`config.mk`:
```
export PLATFORM = sky130hd
export DESIGN_NAME = ship_sprite_arbiter
export DESIGN_NICKNAME = d
export VERILOG_FILES = /design/src/rtl/ship_sprite_arbiter.sv
export SDC_FILE = /design/constraint.sdc
export NUM_CORES = 1
export LEC_CHECK = 0
export ABC_CLOCK_PERIOD_IN_PS = 8870
export CAP_MARGIN = 15
export CORE_UTILIZATION = 42
export CTS_CLUSTER_SIZE = 40
export DETAILED_ROUTE_END_ITERATION = 6
export GPL_ROUTABILITY_DRIVEN = 0
export GPL_TIMING_DRIVEN = 0
export PLACE_DENSITY = 0.85
export SLEW_MARGIN = 20
export SYNTH_ARGS = -nofsm -noshare
export SYNTH_HDL_FRONTEND = slang
export SYNTH_SLANG_ARGS = --single-unit
```
`constraint.sdc`:
```
create_clock -name Clk -period 8.87 [get_ports Clk]
set_input_delay 1.3305 -clock Clk [delete_from_list [all_inputs] [get_ports Clk]]
set_output_delay 1.3305 -clock Clk [all_outputs]
set_load 0.05 [all_outputs]
```
`src/rtl/ship_sprite_arbiter.sv`:
```
// ship_sprite_arbiter: round-robin sharing of the combinational ship-sprite ROM.
//
// Requesters (player ship, reserve-life icons, captured ship, ...) raise req with
// sprite-local X/Y coordinates. One request is granted per cycle, combinationally.
// The granted lookup then runs through a 2-stage registered pipeline:
//   stage 1: registers coordinates onto rom_x/rom_y, plus the valid, id and oob flags
//   stage 2: captures the ROM colour and presents it on rd_* with the requester id
// Out-of-range coordinates never reach the ROM. They return black, transparent, with rd_oob set.
//
// Optional feature, selected by the macro SHIP_ARB_PRIO0_EN:
//   defined   - requester 0 has absolute priority. The pointer cycles over 1..NUM_REQ-1 only.
//   undefined - plain round-robin over all NUM_REQ requesters.

module ship_sprite_arbiter #(
  parameter int unsigned NUM_REQ  = 4,
  parameter int unsigned ID_W     = 2,
  parameter int unsigned SPRITE_W = 17,
  parameter int unsigned SPRITE_H = 19
) (
  input  logic                  Clk,
  input  logic                  Reset,

  // Requester side
  input  logic [NUM_REQ-1:0]    req,
  input  logic [NUM_REQ*10-1:0] req_x,
  input  logic [NUM_REQ*10-1:0] req_y,
  output logic [NUM_REQ-1:0]    gnt,

  // Sprite ROM side
  output logic [9:0]            rom_x,
  output logic [9:0]            rom_y,
  input  logic [7:0]            rom_r,
  input  logic [7:0]            rom_g,
  input  logic [7:0]            rom_b,

  // Result side
  output logic                  rd_valid,
  output logic [ID_W-1:0]       rd_id,
  output logic [7:0]            rd_r,
  output logic [7:0]            rd_g,
  output logic [7:0]            rd_b,
  output logic                  rd_transparent,
  output logic                  rd_oob
);

  // ---------------------------------------------------------------------------
  // Arbitration state and combinational grant selection
  // ---------------------------------------------------------------------------

  logic [ID_W-1:0]    ptr;          // round-robin search start
  logic [ID_W-1:0]    ptrNext;
  logic               ptrAdvance;

  logic [NUM_REQ-1:0] eligible;     // requests taking part in round-robin
  logic [NUM_REQ-1:0] upperMask;    // indices at or above ptr

  logic               hiAny;
  logic [ID_W-1:0]    hiIdx;
  logic               loAny;
  logic [ID_W-1:0]    loIdx;

  logic               prio0;        // requester 0 wins outright (feature build only)
  logic               anyGnt;
  logic [ID_W-1:0]    gntIdx;

  logic [9:0]         selX;
  logic [9:0]         selY;
  logic               selOob;

  // Build the round-robin candidate set and the "at or above ptr" mask
  always_comb begin
    eligible = req;
`ifdef SHIP_ARB_PRIO0_EN
    // Requester 0 is handled by the fixed-priority path, never by round-robin
    eligible[0] = 1'b0;
`endif
    for (int i = 0; i < int'(NUM_REQ); i++) begin
      upperMask[i] = (ID_W'(i) >= ptr);
    end
  end

  // Find the lowest eligible index at/above ptr, and the lowest overall for wrap-around
  always_comb begin
    hiAny = 1'b0;
    hiIdx = '0;
    loAny = 1'b0;
    loIdx = '0;
    // Scan downwards so the last hit is the lowest index
    for (int i = int'(NUM_REQ) - 1; i >= 0; i--) begin
      if (eligible[i] && upperMask[i]) begin
        hiAny = 1'b1;
        hiIdx = ID_W'(i);
      end
      if (eligible[i]) begin
        loAny = 1'b1;
        loIdx = ID_W'(i);
      end
    end
  end

  // Resolve the final grant. Reset forces the grant low.
  always_comb begin
    prio0 = 1'b0;
`ifdef SHIP_ARB_PRIO0_EN
    prio0 = req[0];
`endif
    anyGnt     = (prio0 | hiAny | loAny) & ~Reset;
    gntIdx     = prio0 ? '0 : (hiAny ? hiIdx : loIdx);
    // A fixed-priority win by requester 0 leaves the round-robin order untouched
    ptrAdvance = anyGnt & ~prio0;

    gnt = '0;
    for (int i = 0; i < int'(NUM_REQ); i++) begin
      gnt[i] = anyGnt && (gntIdx == ID_W'(i));
    end
  end

  // Next pointer: one past the granted index, wrapping within the rotating range
  always_comb begin
    if (gntIdx == ID_W'(NUM_REQ - 1)) begin
`ifdef SHIP_ARB_PRIO0_EN
      ptrNext = ID_W'(1);
`else
      ptrNext = '0;
`endif
    end else begin
      ptrNext = gntIdx + ID_W'(1);
    end
  end

  // Pointer register
  always_ff @(posedge Clk) begin
    if (Reset) begin
      ptr <= '0;
    end else if (ptrAdvance) begin
      ptr <= ptrNext;
    end
  end

  // Mux out the granted requester's coordinates and range-check them
  always_comb begin
    selX = '0;
    selY = '0;
    for (int i = 0; i < int'(NUM_REQ); i++) begin
      if (gntIdx == ID_W'(i)) begin
        selX = req_x[i*10 +: 10];
        selY = req_y[i*10 +: 10];
      end
    end
    // Unsigned compare with no wrap: 17..1023 / 19..1023 are all out of range
    selOob = (selX >= 10'(SPRITE_W)) || (selY >= 10'(SPRITE_H));
  end

  // ---------------------------------------------------------------------------
  // Stage 1: ROM address register plus tag/flag sideband
  // ---------------------------------------------------------------------------

  logic            s1Valid;
  logic [ID_W-1:0] s1Id;
  logic            s1Oob;

  // Capture the accepted lookup. The address holds when nothing is granted.
  always_ff @(posedge Clk) begin
    if (Reset) begin
      s1Valid <= 1'b0;
      s1Id    <= '0;
      s1Oob   <= 1'b0;
      rom_x   <= '0;
      rom_y   <= '0;
    end else begin
      s1Valid <= anyGnt;
      if (anyGnt) begin
        s1Id  <= gntIdx;
        s1Oob <= selOob;
        // Park the ROM at 0/0 for out-of-range requests so it is never over-indexed
        rom_x <= selOob ? 10'd0 : selX;
        rom_y <= selOob ? 10'd0 : selY;
      end
    end
  end

  // ---------------------------------------------------------------------------
  // Stage 2: capture ROM colour and present the tagged result
  // ---------------------------------------------------------------------------

  logic romBlack;

  // The colour 0x000000 is the sprite's transparent key
  always_comb begin
    romBlack = ~|(rom_r | rom_g | rom_b);
  end

  // Result register. Payload holds when stage 1 carries no lookup.
  always_ff @(posedge Clk) begin
    if (Reset) begin
      rd_valid       <= 1'b0;
      rd_id          <= '0;
      rd_r           <= '0;
      rd_g           <= '0;
      rd_b           <= '0;
      rd_transparent <= 1'b0;
      rd_oob         <= 1'b0;
    end else begin
      rd_valid <= s1Valid;
      if (s1Valid) begin
        rd_id          <= s1Id;
        rd_oob         <= s1Oob;
        rd_r           <= s1Oob ? 8'h00 : rom_r;
        rd_g           <= s1Oob ? 8'h00 : rom_g;
        rd_b           <= s1Oob ? 8'h00 : rom_b;
        rd_transparent <= s1Oob | romBlack;
      end
    end
  end

endmodule

```
======== After elaboration in Yosys (flattened, before gate mapping) ========
Cells that the tools add are included.
storage, ports and cells
  output and inout port bits .............. 53
  register bits ........................... 55
operators by class
  order comparisons ....................... 6
  bitwise logic cells ..................... 6
  eq/ne operators ......................... 3
  $add $sub $neg .......................... 1
  reduce and logical (&&, ||, !) cells .... 12
  multiplexer cells ....................... 31
operator list
  kind                 count
  $mux 10              10
  $mux 8               3
  $ge 10x5->1 const B  2
  $mux 2               10
  $or 8x8->8           2
  $logic_and 1x1->1    8
  $mux 1               8
  $reduce_or 8->1      1
  $eq 2x2->1 const B   2
  $ge 1x2->1 const A   2
  $ge 2x2->1 const A   2
  $add 2x1->2 const B  1
  $eq 2x1->1 const B   1
  $logic_not 2->1      1
  $or 1x1->1           2
  $and 1x1->1          1
  $logic_not 1->1      1
  $logic_or 1x1->1     1
  $not 1->1            1

======== Depth between registers and ports, before layout ========
  depth in word-level cells ............... 15
  depth in mapped cells ................... 14
  gate-level depth less buffers ........... 11

======== Least setup slack after synthesis ========
OpenSTA, ideal clock, no wires.
  path kind ............................... input to output
  start ................................... input port req[2]
  end ..................................... output port gnt[3]
  slack ................................... 4.000 ns
  stages on the path ...................... 7
  data required time ...................... 7.539 ns
  data arrival time ....................... 3.539 ns
  path through ............................ mux2i_1 > nor2_1 > nor3_1 > ha_1 > inv_2 > clkbuf_1 > nor3_1
on the way
  cells in the longest elaborated chain, start to end .. 7
ends and longest elaborated chain
  element                                                line  RTL
  from (decl)                                            24    input logic [NUM_REQ-1:0] req,
  $logic_and 1x1->1                                      90    if (eligible[i] && upperMask[i]) begin
  $mux 2 / $mux 1 (equally long branches) (3 in series)  90
  $mux 2 *                                               108   gntIdx = prio0 ? '0 : (hiAny ? hiIdx : loIdx);
  via gntIdx[0]                                          64    logic [ID_W-1:0] gntIdx;
  $eq 2x2->1 *                                           114   gnt[i] = anyGnt && (gntIdx == ID_W'(i));
  $logic_and 1x1->1 *                                    114
  to (decl)                                              27    output logic [NUM_REQ-1:0] gnt,
Mark *: on every way through the listed nets, which the timed path passes. The rest lies on a longest branch.

======== Worst setup path after layout ========
  start ................................... input port req[0]
  end ..................................... output port gnt[2]
on the way
  cells in the longest elaborated chain, start to end .. 5
ends and longest elaborated chain
  element                                  line
  $logic_and 1x1->1                        90
  $mux 2 / $mux 1 (equally long branches)  90
  $mux 2 *                                 108
  via gntIdx[0]                            64
  $eq 2x2->1 *                             114
  $logic_and 1x1->1 *                      114
Marked as above.

==> impl_metrics.py <==
metrics = {
    "outcome": {
        "status": "finished with violations",
        "violations": "design-rule violations",
    },
    "worst_hold_path": {
        "min_from": "rom_x[8]",
        "min_delay_path_depth": 1,
        "whs_endpoint": "rom_x[8]",
        "min_path_type": "reg2reg",
    },
    "yosys": {
        "synth_nets": 467,
        "synth_edf_count": 0,
        "ys_seq_elements": 55,
        "ys.flop_type": "dfxtp_1",
        "yosysWarnings": 0,
        "synth_compound_area_share_pct": 24.6,
        "synthMuxAreaShare_pct": 2.09,
        "synth_top_family_by_area": "simple AND/OR/NAND/NOR gates",
        "avgSynthCellArea_um2": 8.16,
        "ys_types": 46,
        "synthAdderAreaFrac_pct": 1.74,
        "synth-simple-area-share_pct": 28.0,
        "seq_area_frac_synth_pct": 38.2,
        "synth_cells": 353,
        "synth_async_sr_flop_share_pct": 0,
        "synthesis.area_mm2": 0.00288,
        "synth_xor_area_share_pct": 0,
    },
    "sta": {
        "finalHoldViolations": 0,
        "min_period_ns": 5.84,
        "worst_pin_slew_ns": 0.576,
        "clock_skew_ns": 0.00419,
        "maxSlewHeadroom_pct": 61.3,
        "whs_ns": 0.469,
        "rsz0062_at_grt": "false",
        "min_period_over_period_pct": 65.9,
        "setup_viol": 0,
        "fmax_ghz": 0.171,
        "tns_ns": 0,
        "drv_slew": 0,
    },
    "die": {
        "ioPinCount": 163,
        "core_area_mm2": 0.00649,
        "fp-row-count": 29,
        "start_util_pct": 44.3,
        "die_area_mm2": 0.00719,
        "die_w_um": 84.8,
        "die_h_um": 84.8,
    },
    "routing": {
        "totalWireLength_mm": 10.0,
        "vias": 3349,
        "avgViaCountPerCell": 5.59,
        "post_drt_wl_per_cell_um": 16.8,
        "first_iter_violations": 241,
        "wirelength_met1_mm": 4.00,
        "dr_wl_met2_mm": 5.19,
        "dr_wl_met3_um": 601,
        "drtPass1Iterations": 7,
        "dr.max_layer_used": "met4",
        "drc_errors": 6,
        "ant_nets": 0,
    },
    "grt": {
        "gr-total-overflow": 0,
        "antenna_found_initial": 0,
        "grt_max_degree": 17,
        "grt_pass1_wl_mm": 16.2,
        "grt_pass1_vias": 3304,
        "track_usage_pct": 28.3,
    },
    "clock_tree": {
        "cts_root_buffer": "clkbuf_8",
        "htree_levels": 2,
        "cts.sinks": 55,
        "cts_setup_buffers": 0,
        "cts-buffers-inserted": 5,
        "clkSlewWorstSetupHoldPaths_ns": 0.09,
        "cts_tree": "built",
        "cts_resized": 0,
        "holdBufCountCts": 0,
        "insertion_delay_ns": 0.30,
        "clockBufferDepth": 2,
    },
    "critical_path": {
        "r2r_start": "ptr[1]",
        "cp.required_ns": 7.54,
        "arrival_ns": 4.51,
        "crit_type": "in2out",
        "cp-start-kind": "input port",
        "rrSetupSlack_ns": 5.43,
        "reg2regPathDepth": 14,
        "endpoint_kind": "output port",
        "crit_fanout": 10,
        "r2r-end": "rom_x[2]",
    },
    "final_layout": {
        "nets": 636,
        "final_layout_size_suffix_gt1_share_pct": 3.83,
        "fin_area_mm2": 0.00470,
        "fin_cells": 599,
        "fillCellCount": 532,
        "multi_input_area_mm2": 0.00163,
        "ff_latch_area_mm2": 0.00110,
        "num_antenna_cells": 0,
        "syn2layout_area_growth_pct": 63.4,
    },
    "power": {
        "ir_drop_mv": 0.0909,
        "p_per_area_mw_per_mm2": 161,
        "power_leakage_nw": 1.74,
    },
    "placement": {
        "dp_hpwl_mm": 7.82,
        "placed_cell_area_mm2": 0.00460,
        "place_inst": 592,
        "port_buffers": 162,
    },
    "flow_run": {
        "maxCapViolCount": 0,
    },
}
-- stage by stage --
step | util [%] | setup WS [ns] | power (mW)
after floorplan | - | 4.00 | 0.474
after global placement | 70.8 | 3.11 | 0.588
after detailed placement | 70.8 | 3.09 | 0.594
after CTS | 72.4 | 3.08 | 0.757
after global routing | 72.4 | 2.83 | 0.795
final | 72.4 | 3.03 | 0.757
-- layout by cell type, fill, tap and decap left out, drive strengths merged, types with 2 or more instances in the layout --
cell type      count
ha                 4
inv                8
a22oi              5
o22a               2
buf                7
a221o              2
o21ai             11
nand2             20
nor4              10
o31a               2
o31ai              5
nor2b             31
clkdlybuf4s50    162
a21oi             43
nand3b             7
clkbuf            23
nand2b             4
and2              24
a31oi              3
a221oi             6
dfxtp             55
mux2i              6
nor2              37
nor3               6
o41ai              6
and3               5
o22ai              7
a2bb2oi            5
o21a               3
-- worst max-delay path: stages --
cell	delay (ns)
clkdlybuf4s50_1	0.53
mux2i_1	0.18
nor2_1	0.05
nor3_1	0.47
inv_1	0.15
ha_1	0.28
inv_1	0.27
clkbuf_1	0.40
nor3_1	0.12
clkdlybuf4s50_1	0.73
-- per-layer routing --
metal  GRT usage, %  vias to the layer above
met2           52.0                      123
met4           8.47                        0
met1           33.5                     1607
li1               -                     1596
met5              0                        -
met3           4.92                       23
-- logic make-up after synthesis --
family,Yosys count
AO/OA/AOI/OAI,107
adder cells (fa/ha/maj),4
buffers and inverters,33
flip-flops,55
multiplexers,6
AND/OR/NAND/NOR,148
-- worst max-delay path by stage --
stage | startpoint | to | slack [ns] | depth (start not counted)
after CTS | req[0] | gnt[2] | 3.08 | 10
after detailed placement | req[0] | gnt[1] | 3.09 | 9
final | req[0] | gnt[2] | 3.03 | 10
after floorplan | req[2] | gnt[3] | 4.00 | 7
after global routing | req[0] | gnt[2] | 2.83 | 10
after global placement | req[0] | gnt[2] | 3.11 | 10
-- state kept, by name (all words and copies together) (netlist names), 2 cells and up --
name / count
ptr: 2
rd_b: 8
rd_g: 8
rd_id: 2
rd_r: 8
rom_x: 10
rom_y: 10
s1Id: 2
-- power breakdown --
part	switching (mW)	total (mW)	internal [mW]
clock network	0.0798	0.162	0.0826
logic	0.178	0.323	0.146
registers	0.00956	0.271	0.262
total	0.267	0.757	0.490
-- layout make-up --
cell class | count | share of cell area (%)
Tap cell | 77 | 2.05
Inverter | 8 | 0.638
Clock inverter | 2 | 0.798
Clock buffer | 5 | 1.46
Multi-Input combinational cell | 265 | 34.6
Sequential cell | 55 | 23.4
Timing Repair Buffer | 162 | 34.5
Buffer | 25 | 2.61
-- synthesized netlist by cell type, types with 2 or more instances --
cell	instances	area [um^2]
clkbuf_1	18	67.6
a21oi_1	43	215
o21a_1	3	22.5
inv_1	7	26.3
buf_2	2	10.0
mux2i_1	6	60.1
a2bb2oi_1	5	43.8
nand2b_1	4	25.0
o31a_1	2	17.5
a22oi_1	5	37.5
nand2_1	20	75.1
o22ai_1	7	43.8
dfxtp_1	55	1100
o31ai_1	5	37.5
nor4_1	9	56.3
a31oi_1	3	18.8
o21ai_0	11	55.1
a221o_1	2	20.0
nor2b_1	31	194
buf_6	2	22.5
o41ai_1	5	43.8
and2_1	24	150
nor2_1	37	139
buf_4	3	22.5
ha_1	4	50.1
and3_1	5	31.3
nand3b_1	7	52.6
a221oi_1	5	43.8
nor3_1	5	25.0
o22a_1	2	17.5
(Power assumes the default switching activity.)
